<file path="src/rtl/dmem_arbiter.sv">
// Two-port arbiter in front of the single-read/single-write-port data memory.
// Port 0 is the CPU load/store unit, port 1 the debug/DMA loader. One access
// is granted per cycle and driven onto the memory; read data returns one cycle
// later and is qualified by a per-port rvalid.
// Arbitration is fixed priority (port 0) with a starvation bound for port 1 by
// default. Define DMEM_ARB_RR_EN to build round-robin arbitration instead.

`ifndef WORD_WIDTH
`define WORD_WIDTH 32
`endif

module dmem_arbiter #(
  parameter int unsigned W        = `WORD_WIDTH,
  parameter int unsigned MAX_WAIT = 8
) (
  input  logic         clk,
  input  logic         rst,
  // port 0
  input  logic         m0_req,
  input  logic         m0_we,
  input  logic [W-1:0] m0_addr,
  input  logic [W-1:0] m0_wdata,
  output logic         m0_gnt,
  output logic         m0_rvalid,
  output logic [W-1:0] m0_rdata,
  // port 1
  input  logic         m1_req,
  input  logic         m1_we,
  input  logic [W-1:0] m1_addr,
  input  logic [W-1:0] m1_wdata,
  output logic         m1_gnt,
  output logic         m1_rvalid,
  output logic [W-1:0] m1_rdata,
  // memory
  output logic         mem_read_en,
  output logic [W-1:0] mem_read_addr,
  input  logic [W-1:0] mem_read_data,
  output logic         mem_write_en,
  output logic [W-1:0] mem_write_addr,
  output logic [W-1:0] mem_write_data
);

  logic grant0;
  logic grant1;
  logic rd_grant;

  // Outstanding read: valid bit plus which port issued it
  logic pend_valid_q;
  logic pend_port_q;

`ifdef DMEM_ARB_RR_EN
  // Set when the most recent grant went to port 0; cleared state favours port 0
  logic last_m0_q;
`else
  localparam int unsigned CW = $clog2(MAX_WAIT + 1);
  localparam logic [CW-1:0] WaitMax = CW'(MAX_WAIT);

  logic [CW-1:0] wait_cnt_q;
  logic          starved;

  assign starved = (wait_cnt_q == WaitMax);
`endif

  // Combinational grant selection; nothing is granted while reset is held
  always_comb begin
    grant0 = 1'b0;
    grant1 = 1'b0;
    if (!rst) begin
`ifdef DMEM_ARB_RR_EN
      if (m0_req && m1_req) begin
        if (last_m0_q) grant1 = 1'b1;
        else           grant0 = 1'b1;
      end else begin
        grant0 = m0_req;
        grant1 = m1_req;
      end
`else
      if (m1_req && starved) begin
        grant1 = 1'b1;
      end else if (m0_req) begin
        grant0 = 1'b1;
      end else begin
        grant1 = m1_req;
      end
`endif
    end
  end

  assign m0_gnt   = grant0;
  assign m1_gnt   = grant1;
  assign rd_grant = (grant0 && !m0_we) || (grant1 && !m1_we);

  // Drive the winner's access onto exactly one memory interface
  always_comb begin
    mem_read_en    = 1'b0;
    mem_read_addr  = '0;
    mem_write_en   = 1'b0;
    mem_write_addr = '0;
    mem_write_data = '0;
    if (grant0) begin
      if (m0_we) begin
        mem_write_en   = 1'b1;
        mem_write_addr = m0_addr;
        mem_write_data = m0_wdata;
      end else begin
        mem_read_en    = 1'b1;
        mem_read_addr  = m0_addr;
      end
    end else if (grant1) begin
      if (m1_we) begin
        mem_write_en   = 1'b1;
        mem_write_addr = m1_addr;
        mem_write_data = m1_wdata;
      end else begin
        mem_read_en    = 1'b1;
        mem_read_addr  = m1_addr;
      end
    end
  end

  // Record each read grant so its data can be steered back next cycle
  always_ff @(posedge clk or posedge rst) begin
    if (rst) begin
      pend_valid_q <= 1'b0;
      pend_port_q  <= 1'b0;
    end else begin
      pend_valid_q <= rd_grant;
      pend_port_q  <= grant1;
    end
  end

  assign m0_rvalid = pend_valid_q && !pend_port_q;
  assign m1_rvalid = pend_valid_q &&  pend_port_q;
  assign m0_rdata  = mem_read_data;
  assign m1_rdata  = mem_read_data;

`ifdef DMEM_ARB_RR_EN
  // Remember who won last so the other port wins the next contention
  always_ff @(posedge clk or posedge rst) begin
    if (rst) begin
      last_m0_q <= 1'b0;
    end else if (grant0 || grant1) begin
      last_m0_q <= grant0;
    end
  end
`else
  // Count consecutive refusals of port 1; saturates at the forced-grant point
  always_ff @(posedge clk or posedge rst) begin
    if (rst) begin
      wait_cnt_q <= '0;
    end else if (m1_req && !grant1) begin
      if (!starved) wait_cnt_q <= wait_cnt_q + CW'(1);
    end else begin
      wait_cnt_q <= '0;
    end
  end
`endif

endmodule

</file>
<file path="config.mk">
export PLATFORM = sky130hd
export DESIGN_NAME = dmem_arbiter
export DESIGN_NICKNAME = d
export VERILOG_FILES = /design/src/rtl/dmem_arbiter.sv
export SDC_FILE = /design/constraint.sdc
export NUM_CORES = 1
export LEC_CHECK = 0
export CAP_MARGIN = 20
export CORE_AREA = 2 2 129 131
export DETAILED_ROUTE_END_ITERATION = 12
export DIE_AREA = 0 0 131 133
export HOLD_SLACK_MARGIN = 0.15
export PLACE_DENSITY = 0.6
export SLEW_MARGIN = 20
export SYNTH_ARGS = -nofsm -noshare
export SYNTH_HDL_FRONTEND = slang
export SYNTH_SLANG_ARGS = --single-unit
</file>
<file path="constraint.sdc">
create_clock -name clk -period 4.7 [get_ports clk]
set_input_delay 0.94 -clock clk [delete_from_list [all_inputs] [get_ports clk]]
set_output_delay 0.94 -clock clk [all_outputs]
set_load 0.02 [all_outputs]
</file>
* Yosys cells after proc, flatten, opt, wreduce, memory -nomap -nowiden *
Index checks and enable logic that the tools add are counted.

operators by class
  multiplexer cells = 28
  add/sub/neg operators = 1
  multiply operators = 0
  reduce and logical (&&, ||, !) cells = 11
  shift-type cells = 0
  div/mod/pow operators = 0
  eq/ne operators = 2
  bitwise gates (word level) = 0
  order comparisons = 0

operators with widths
  cell                                                            number
  32-bit two-way mux                                              12
  1-bit two-way mux                                               14
  4-bit two-way mux                                               2
  1-bit logical AND                                               6
  4-bit by 1-bit adder with 4-bit output (second input constant)  1
  4-bit equality test (second input constant)                     1
  1-bit logical NOT                                               4
  2-bit != test (second input constant)                           1
  1-bit logical OR                                                1

storage, ports and cells
  RAM bits = 0
  ROM bits = 0
  logic and storage cells = 45
  memories = 0
  register bits after elaboration = 6
  input bits = 166
  output and inout bits = 166
  latch bits = 0

* Longest topological paths before layout *
Gate-level depths: netlist of run 1.

  depth after elaboration = 7
  gate-level depth with buffers = 7
  mapped depth without buffers = 5

* Least setup slack after synthesis of run 1 *
OpenSTA, ideal clock, no wires.

  path kind = input -> output
  start = input port rst
  end = output port mem_read_addr[10]
  path buffers = 2
  stages on the path = 5
  path slack = 1,682 ps
  data arrival time = 2,078 ps
  cells stage by stage = buf_2 nand2b_4 a211oi_2 buf_2 a22o_1

between the ends
  word-level cells in the longest chain between the ends = 3
  elaborated cells on any way between the ends = 4

RTL lines
  item                  RTL line  source
  start, declared       17        input logic rst,
  1-bit two-way mux     68        if (!rst) begin
  32-bit two-way mux    109       end else if (grant1) begin
  32-bit two-way mux *  100       if (grant0) begin
  end, declared         36        output logic [W-1:0] mem_read_addr,

Mark *: on every way between the ends. The rest lies on a longest branch, timed or not.

* Final worst setup path of run 1 *
  start = input port rst
  end = output port mem_write_addr[17]

between the ends
  word-level cells in the longest chain between the ends = 3
  elaborated cells on any way between the ends = 4

RTL lines
  item                  RTL line  source
  1-bit two-way mux     68
  32-bit two-way mux    109
  32-bit two-way mux *  100
  end, declared         39        output logic [W-1:0] mem_write_addr,

Marked as above.

==> key figures, run 1 <==
Status
  • Status: completed

Timing
  • Min cycle time layout: between 4 and 5 ns
  • Post-route setup TNS: 0 ns
  • Setup Skew: approximately 0.0012 ns
  • Max Freq: between 0.2 and 0.25 GHz
  • Slew HR: 0.689
  • Worst Max-Slew Pin Slew: about 0.47 ns
  • Final Cycle Share: 0.922
  • Fin. Hold Viols: 0
  • Setup Viol. Count Final: 0
  • Max Slew Vio Count: 0
  • RSZ-0062 raised after global routing: false

Critical path
  • Crit path required time: 3.76 ns
  • Reg-to-reg setup timing slack: 3.02 ns
  • CP Class: in2out
  • Startpoint types: primary input
  • Worst-path fanout max: 43
  • Arrival time worst endpoint: between 3 and 4 ns
  • Worst Setup End Kind: output pin

Clocking
  • Post-CTS setup buffer count: 0
  • CTS tree: yes
  • Clock Latency Late Sink: 0.23 ns
  • CTS Hold Bufs: 0
  • H-Tree Depth: 1
  • Clk pin slew, worst setup/hold paths: 0.03 ns
  • Clock tree sinks: 6
  • CTS-repair resized insts: 0
  • Root buffer cell: clkbuf_16
  • TritonCTS Buffers: 3
  • Max Buffers Root-to-Sink: 2

Power
  • Pwr dens: between 100 and 150 nW/um2
  • Logic gate share of total power: 0.624
  • Leak: 1.49 nW
  • Sw Ratio: 0.310
  • Register share of total power: 0.109
  • Peak supply drop: between 90 and 100 uV
  • Internal: 0.356 mW
  • NetSw: 0.160 mW
  • Clk network pwr share: 0.266

Logic synthesis
  • Synth Area in Compound Gates: 0.473
  • Largest area contributor in the netlist: a22o_1
  • Mux cell area share after synthesis: 0
  • Post-Syn Nets: 388
  • Mapped Cells: 220
  • Area share of the largest cell type after synthesis: 0.444
  • Main synth FF type: dfrtp_1
  • Top-count cell post-synth: a22o_1
  • Post-synth ARST share: 1.00
  • Warnings from Yosys: 0
  • Xor/xnor share of the synthesized area: 0.00925
  • Syn Area/Cell: 8.60 um2
  • EDFF count, synth: 0
  • Simple-gate share of the synthesized area: 0.0866
  • Number of synthesized register bits: 6
  • Most area-consuming cells after synthesis: a22o_1 44%, buf_4 26%, dfrtp_1 7.9%, buf_2 3.7%, buf_6 3.0%
  • Synth Area in Adders: 0.0132
  • Largest family of logic cells by synthesized area: compound AO/OA/AOI/OAI gates
  • Commonest cells post-synth: 96 x a22o_1, 66 x buf_4, 14 x buf_2
  • Sequential element share of the synthesized area: 0.0793
  • Mapped cell area: 1890 um2
  • Synth cell types: 26

Cells and area
  • Finished Core Util: 0.251
  • N_diodes: 0
  • # nets final: 549
  • Cell area after layout: 4060 um2
  • Register area: about 150 um2
  • Share of layout cells above drive strength 1: 0.0501
  • Final-layout fill cell count: 1724
  • Synth-to-Final Area Change: 114%
  • Multi-input logic area: 1120 um2

Die
  • Die Height: 133 um
  • Die X-Extent: 131 um
  • Core area: 16200 um2
  • I/O pin cnt: 332
  • Rows: 47
  • Initial Util: 0.117
  • Die area: 17400 um2

GRT
  • Vias in the first global route: 2583
  • Pin count of the biggest net entering global routing: between 40 and 50
  • First-pass GRT wire length: 13.4 mm
  • GRT overflow: 0
  • Initial antenna violation count: 0
  • All-Layer GR Usage: 0.0976

Routing
  • Vias per cell: 4.10
  • Initial DRC count: 69
  • DRT Wirelength: 9.50 mm
  • Drt wl/cell: around 16 um
  • Via count: 2454
  • Post-route ant nets: 0
  • Drt first pass iters: 4
  • DRC viols: 0

Placed design
  • HPWL Detailed: 7.83 mm
  • PortBufs: 235
  • Placed instance area: 3980 um2
  • RePlAce Congestion: 0.697

Worst hold path
  • Hold Path Class: reg2reg

Job
  • Number of max-cap violations: 0
## cells by family (layout without fill, tap and decap cells)
kind of cell	after synthesis	in the layout
adders and majority gates	2	2
buffers and inverters	90	249
xor gates and xnor gates	2	2
DFF	6	6
and+or+nand+nor	17	17
AOI/OAI and AO/OA	103	103
## flip-flops by register name, indices dropped and copies added (netlist names)
signal,cells
pend_valid_q,1
pend_port_q,1
wait_cnt_q,4
## power groups by stage
stage          Sequential, mW  Combinational, mW  Clock, mW
2_1_floorplan          0.0566              0.194          0
3_3_place_gp           0.0570              0.321          0
3_5_place_dp           0.0571              0.324          0
4_1_cts                0.0565              0.326      0.141
5_1_grt                0.0568              0.341      0.142
6_report               0.0565              0.322      0.138
## final timing paths
path	start	endpoint	depth (start not counted)
worst min-delay path	wait_cnt_q[0]	wait_cnt_q[0]	1
worst max-delay path	rst	mem_write_addr[17]	6
worst min register to register	wait_cnt_q[0]	wait_cnt_q[0]	1
min in group asynchronous	rst	wait_cnt_q[0]	2
max in group asynchronous	rst	pend_valid_q	2
worst max register to register	wait_cnt_q[0]	pend_valid_q	6
## cells in the final DEF (no fill, tap or decap), drive strengths merged
cell type	Yosys	final
dfrtp	6	6
buf	85	6
clkdlybuf4s50	0	235
o32ai	1	1
nand3b	1	1
xnor2	1	1
xor2	1	1
a211oi	2	2
nand3	3	3
nor4bb	1	1
nor2b	1	1
nand2b	1	1
nor3	2	2
nor3b	1	1
ha	2	2
or2	3	3
and2	1	1
and4b	1	1
a22o	96	96
o21ai	1	1
o22ai	1	1
nor4b	1	1
clkbuf	0	3
nand2	1	1
inv	5	5
a21oi	2	2
## per-layer routing
metal	GRT usage	part of all wire
met5	0	0
met4	0.0337	0.025
met3	0.0226	0.10
met2	0.203	0.55
met1	0.0884	0.32
## cell type report
class	instances	share of cell area
clock buffer	3	0.0185
multi-input combinational	124	0.275
inverter	5	0.00462
sequential	6	0.0370
tap	220	0.0678
timing repair buffer	241	0.597
## stage by stage
step | power (mW) | hold slack, ns | worst slack, ns | std cells
finish | 0.516 | 0.557 | 0.368 | 599
floorplan | 0.250 | 0.518 | 1.68 | 220
CTS | 0.523 | 0.565 | 0.363 | 599
global route | 0.540 | 0.579 | 0.288 | 599
detailed placement | 0.381 | 0.560 | 0.361 | 596
global placement | 0.378 | 0.549 | 0.433 | 596
## worst max-delay path, stage by stage
cell	delay, ns
clkdlybuf4s50_1	0.61
nand2b_4	0.27
a211oi_4	0.24
buf_4	0.43
a22o_1	0.24
clkdlybuf4s50_1	0.62
Note: power is estimated with default switching activity, not from simulation.
==> inputs of run 2 (changes only) <==
- CELL_PAD_IN_SITES_DETAIL_PLACEMENT: default -> 1
- CELL_PAD_IN_SITES_GLOBAL_PLACEMENT: default -> 1
- CORE_AREA: 2 2 129 131 -> default
- CORE_ASPECT_RATIO: default -> 0.6
- CORE_UTILIZATION: default -> 11
- DIE_AREA: 0 0 131 133 -> default
- PLACE_DENSITY: 0.6 -> 0.87
- clock period: 4.7 -> 3.7 ns (I/O delays scaled with it)
==> run 2 against run 1 <==
  * Clock power increased by 25%
  * Flip-flop and latch count did not move
  * Die area increased by 1.9%
  * Clock-buffer cell count unchanged
  * Critical path type unchanged
  * Sequential share of layout area decreased by 0.088 points
==> key figures, run 2 (synthesized netlist as in run 1, its figures left out) <==
Placed design
  • RePlAce Congestion: 0.736 (+5.6%)
  • HPWL Detailed: 7.78 mm (-0.75%)
  • PortBufs: 235 (unchanged)
  • Placed instance area: 4040 um2 (+1.3%)

Routing
  • Post-route ant nets: 0 (unchanged)
  • Vias per cell: 4.08 (-0.37%)
  • Drt wl/cell: 16.4 um (+3.6%)
  • DRC viols: 0 (unchanged)
  • Via count: 2502 (+2.0%)
  • Initial DRC count: 80 (+16%)
  • Drt first pass iters: 4 (unchanged)
  • DRT Wirelength: 10.1 mm (+6.0%)

Cells and area
  • Most frequent cells in the layout: 231 x clkdlybuf4s50_1, 96 x a22o_1, 7 x buf_4
  • Synth-to-Final Area Change: 120%
  • Commonest non-fill, non-tap cell in the layout: clkdlybuf4s50_1
  • Cell area after layout: 4160 um2 (+2.4%)
  • Final-layout fill cell count: 1912 (+11%)
  • # nets final: 555 (+1.1%)
  • Max reg flops: 4 (unchanged)
  • Share of layout cells above drive strength 1: 0.0649 (+0.0148)
  • N_diodes: 0 (unchanged)
  • Top Registers: wait_cnt_q (4), pend_port_q (1), pend_valid_q (1)
  • Top reg by flops: wait_cnt_q

Status
  • Status: completed

Die
  • Die X-Extent: 171 um (+31%)
  • Rows: 36 (-23%)
  • Core area: 16500 um2 (+2.2%)
  • Initial Util: 0.115 (-0.00254)
  • I/O pin cnt: 332 (unchanged)
  • Die area: 17800 um2 (+1.9%)
  • Die Height: 104 um (-22%)

Power
  • Peak supply drop: 87.4 uV (-3.6%)
  • Total power: 0.664 mW (+28%)
  • Pwr dens: 160 nW/um2 (+25%)
  • Leak: 1.60 nW (+7.2%)
  • Clk network pwr share: 0.261 (-0.005)
  • Register share of total power: 0.109 (about the same)
  • Sw Ratio: 0.309 (-0.000621)
  • Logic gate share of total power: 0.630 (+0.006)
  • NetSw: 0.205 mW (+28%)
  • Internal: 0.458 mW (+29%)

Timing
  • Max Freq: 0.275 GHz
  • Final Cycle Share: 0.981
  • Setup Skew: 0.00125 ns (+0.0000596 ns)
  • Worst Max-Slew Pin Slew: 0.396 ns (-0.0705 ns)
  • Min cycle time layout: between 3 and 4 ns
  • Hold Slack: 0.613 ns (+0.0558 ns)
  • Max Slew Vio Count: 0 (unchanged)
  • Fin. Hold Viols: 0 (unchanged)
  • Setup Viol. Count Final: 0 (unchanged)
  • Post-route setup TNS: 0 ns (unchanged)
  • Slew HR: 0.733 (+0.0442)

Critical path
  • CP Class: in2out
  • Startpoint types: primary input
  • Critical Path Start: rst
  • Worst Setup End Kind: output pin
  • Crit path required time: 2.96 ns (-0.80 ns)
  • Arrival time worst endpoint: 2.89 ns (-0.50 ns)
  • Reg-to-Reg Start: wait_cnt_q[0]
  • Worst-path fanout max: 51 (+19%)

Clocking
  • TritonCTS Buffers: 3 (unchanged)
  • H-Tree Depth: 1 (unchanged)
  • CTS Hold Bufs: 0 (unchanged)
  • Clock Latency Late Sink: 0.23 ns (about the same)
  • Root buffer cell: clkbuf_16
  • Clk pin slew, worst setup/hold paths: 0.03 ns (about the same)
  • Max Buffers Root-to-Sink: 2 (unchanged)
  • Clock tree sinks: 6 (unchanged)
  • CTS tree: yes

GRT
  • First-pass GRT wire length: 14.1 mm (+5.5%)
  • Vias in the first global route: 2591 (+0.31%)
  • All-Layer GR Usage: 0.100 (+0.00248)
  • Initial antenna violation count: 0 (unchanged)
  • GRT overflow: 0 (unchanged)
  • Pin count of the biggest net entering global routing: 66 (+50%)

Worst hold path
  • Hold Path Class: reg2reg
  • Hold_sp: wait_cnt_q[1]

Job
  • Number of max-cap violations: 0 (unchanged)
-- run 2: cell types whose count changed in the layout (fill, tap and decap cells not counted), sizes merged --
cell,change
clkbuf,+1
clkdlybuf4s50,-4
buf,+5
dlymetal6s2s,+4
-- run 2: power by group through the flow --
stage,sequential [mW],combinational [mW],clock [mW]
after floorplan,0.0719,0.246,0
after global placement,0.0729,0.407,0
after detailed placement,0.0731,0.414,0
after CTS,0.0724,0.415,0.178
after global routing,0.0728,0.442,0.180
final,0.0723,0.418,0.173
-- run 2: per-layer routing --
metal,global-route usage,wire (um),part of all wire
met5,0.0145,0,0
met4,0.0153,54,0.0054
met3,0.0512,1440,0.14
met2,0.166,4630,0.46
met1,0.115,3940,0.39
-- run 2: final cells by class --
cell class	count	area [um2]	share of cell area
multi-input cells	124	1120	0.269
inverters	5	18.8	0.00451
repair buffers	247	2510	0.604
well taps	228	285	0.0686
flip-flops and latches	6	150	0.0361
clock buffers	3	75.1	0.0181
-- run 2: worst max-delay path, stage by stage --
cell,delay (ns)
clkdlybuf4s50_1,0.50
nand2b_4,0.22
a211oi_4,0.28
buf_12,0.29
a22o_1,0.22
clkdlybuf4s50_1,0.61
-- run 2: final timing paths --
| kind | slack (ns) | to | cells after the start |
|---|---|---|---|
| worst max-delay path | 0.07 | mem_write_data[27] | 6 |
| worst min-delay path | 0.61 | wait_cnt_q[1] | 2 |
| worst max register to register | 1.95 | pend_valid_q | 6 |
| worst min register to register | 0.61 | wait_cnt_q[1] | 2 |
| max in group asynchronous | 2.45 | wait_cnt_q[3] | 3 |
| min in group asynchronous | 1.04 | wait_cnt_q[0] | 3 |
-- run 2: metrics by stage --
stage / utilization / setup WS (ns) / instances
2_1_floorplan: - / 1.08 / 220
3_3_place_gp: 0.244 / 0.0521 / 608
3_5_place_dp: 0.244 / 0.0512 / 608
4_1_cts: 0.249 / 0.0440 / 611
5_1_grt: 0.252 / -0.00638 / 613
6_report: 0.252 / 0.0686 / 613
-- run 2: timing repair --
action	in CTS	in global routing
resized for setup	0	8
endpoints found under the setup margin	0	13
buffers inserted	0	1
==> inputs of run 3 (changes only) <==
- ABC_CLOCK_PERIOD_IN_PS: default -> 4700
- CORE_UTILIZATION: 11 -> 13
- PLACE_DENSITY: 0.87 -> 0.95
- clock period: 3.7 -> 4.7 ns (I/O delays scaled with it)
==> run 3 against run 2 <==
  * Final cell count shrank 6.7%
  * Sequential power shrank 21%
  * Register-to-register slack gained 0.84 ns
  * Worst hold slack lost 0.0078 ns
  * Die area shrank 15%
  * Global-route usage grew 2.2 points
  * Sequential share of layout area grew 0.10 points
  * Largest cell class unchanged
  * Largest power group unchanged
==> key figures, run 3 (synthesized netlist as in run 1, its figures left out) <==
Cells and area
  • Top Registers: wait_cnt_q (4), pend_port_q (1), pend_valid_q (1)
  • Final-layout fill cell count: 1603 (-16%)
  • Top reg by flops: wait_cnt_q
  • Share of layout cells above drive strength 1: 0.0526 (-0.0123)
  • Finished Core Util: 0.291 (+0.0391)
  • Commonest non-fill, non-tap cell in the layout: clkdlybuf4s50_1
  • Max reg flops: 4 (unchanged)
  • # nets final: 550 (-0.90%)
  • Most frequent cells in the layout: 235 x clkdlybuf4s50_1, 96 x a22o_1, 6 x dfrtp_1
  • Synth-to-Final Area Change: 114%
  • N_diodes: 0 (unchanged)

Critical path
  • CP Class: in2out
  • Worst reg2reg path depth: 6 (unchanged)
  • Reg-to-reg setup timing slack: 2.79 ns (+0.84 ns)
  • CP delay by family, top: buffers and inverters
  • Reg-to-Reg Start: wait_cnt_q[0]
  • Crit-path cells: clkdlybuf4s50_1, and4b_4, nor4b_4, buf_4, a22o_1, clkdlybuf4s50_1
  • Worst-path fanout max: 19 (-63%)
  • Critical path endpoint: mem_read_addr[9]
  • Worst Setup End Kind: output pin
  • Arrival time worst endpoint: 3.30 ns (+0.41 ns)
  • Startpoint types: primary input
  • Crit path required time: 3.76 ns (+0.80 ns)
  • Buf+Inv Stages, Crit Path: 3 (unchanged)
  • Most common cell on crit path: clkdlybuf4s50_1
  • Crit-path max cell delay: 0.64 ns (+0.03 ns)
  • Critical path depth: 6 (unchanged)
  • Critical Path Start: m1_req
  • Crit-path slowest cell: clkdlybuf4s50_1
  • FF-to-FF End: pend_valid_q

Status
  • Status: completed

Timing
  • Hold Slack: 0.605 ns (-0.00776 ns)
  • Setup Skew: 0.00121 ns (-0.0000420 ns)
  • Worst Max-Slew Pin Slew: 0.425 ns (+0.0286 ns)
  • Slew HR: 0.716 (-0.0172)
  • Min cycle time layout: 4.24 ns
  • RSZ-0062 raised after global routing: false
  • Final Cycle Share: 0.903
  • Post-route setup TNS: 0 ns (unchanged)
  • Setup Viol. Count Final: 0 (unchanged)
  • Fin. Hold Viols: 0 (unchanged)
  • Max Freq: around 0.24 GHz
  • Max Slew Vio Count: 0 (unchanged)

Worst hold path
  • Hold Path Class: reg2reg
  • Hold_sp: wait_cnt_q[0]

Clocking
  • Clk pin slew, worst setup/hold paths: 0.03 ns (about the same)
  • CTS tree: yes
  • H-Tree Depth: 1 (unchanged)
  • TritonCTS Buffers: 3 (unchanged)
  • CTS-repair resized insts: 0 (unchanged)
  • Clock Latency Late Sink: 0.23 ns (about the same)
  • CTS Hold Bufs: 0 (unchanged)
  • Max Buffers Root-to-Sink: 2 (unchanged)
  • Root buffer cell: clkbuf_16
  • Clock tree sinks: 6 (unchanged)
  • Post-CTS setup buffer count: 0 (unchanged)

Die
  • Die area: 15100 um2 (-15%)
  • Initial Util: 0.136 (+0.0215)
  • Rows: 33 (-8.3%)
  • Die X-Extent: 158 um (-7.9%)
  • Die Height: 95.5 um (-7.9%)
  • Core area: 13900 um2 (-16%)
  • I/O pin cnt: 332 (unchanged)

Power
  • NetSw: 0.162 mW (-21%)
  • Sw Ratio: 0.312 (+0.00305)
  • Logic gate share of total power: 0.627 (-0.003)
  • Internal: 0.357 mW (-22%)
  • Pwr dens: 129 nW/um2 (-19%)
  • Leak: 1.50 nW (-6.2%)
  • Peak supply drop: 86.8 uV (-0.69%)
  • Clk network pwr share: 0.263 (+0.002)
  • Register share of total power: 0.110 (about the same)

GRT
  • Initial antenna violation count: 0 (unchanged)
  • Pin count of the biggest net entering global routing: 51 (-23%)
  • GRT overflow: 0 (unchanged)
  • Vias in the first global route: 2523 (-2.6%)
  • First-pass GRT wire length: 14.0 mm (-1.3%)
  • All-Layer GR Usage: 0.122 (+0.0218)

Routing
  • Drt wl/cell: 17.7 um (+8.0%)
  • Post-route ant nets: 0 (unchanged)
  • Vias per cell: 4.33 (+6.2%)
  • Initial DRC count: 99 (+24%)
  • Drt first pass iters: 4 (unchanged)
  • DRT Wirelength: 10.1 mm (+0.79%)
  • Via count: 2479 (-0.92%)
  • DRC viols: 0 (unchanged)

Placed design
  • RePlAce Congestion: 0.767 (+4.2%)
  • HPWL Detailed: 8.67 mm (+12%)
  • PortBufs: 235 (unchanged)

Job
  • Number of max-cap violations: 0 (unchanged)
## run 3: cell type report
class	count	area (um2)	area share
sequential	6	150	0.0371
inverter	5	18.8	0.00464
multi-input combinational	124	1120	0.276
timing repair buffer	242	2440	0.604
tap	192	240	0.0594
clock buffer	3	75.1	0.0186
## run 3: worst min path at each step
stage | end | slack (ns) | cells past startpoint
after detailed placement | wait_cnt_q[0] | 0.60 | 1
after global placement | wait_cnt_q[0] | 0.55 | 1
after CTS | wait_cnt_q[0] | 0.60 | 1
after floorplan | wait_cnt_q[0] | 0.52 | 1
final | wait_cnt_q[0] | 0.61 | 1
after global routing | wait_cnt_q[0] | 0.64 | 1
## run 3: layer usage
metal  part of all wire  vias up  GRT usage
met5                  0        -          0
met4              0.016        0     0.0299
met3               0.11       13     0.0500
met2               0.49      189      0.218
met1               0.39     1169      0.135
li1                   -     1108          -
## run 3: power groups by stage
stage                     clock network [mW]  registers, mW  logic, mW
after detailed placement                   0         0.0576      0.328
after global placement                     0         0.0570      0.320
after CTS                              0.139         0.0570      0.329
after floorplan                            0         0.0566      0.194
final                                  0.137         0.0571      0.326
after global routing                   0.143         0.0573      0.344
## run 3: through the flow
stage	setup slack (ns)	instance area (um2)	power, mW	cells
2_1_floorplan	1.68	1890	0.250	220
3_3_place_gp	0.504	3970	0.377	569
3_5_place_dp	0.434	3970	0.385	569
4_1_cts	0.433	4040	0.525	572
5_1_grt	0.360	4040	0.544	572
6_report	0.457	4040	0.520	572
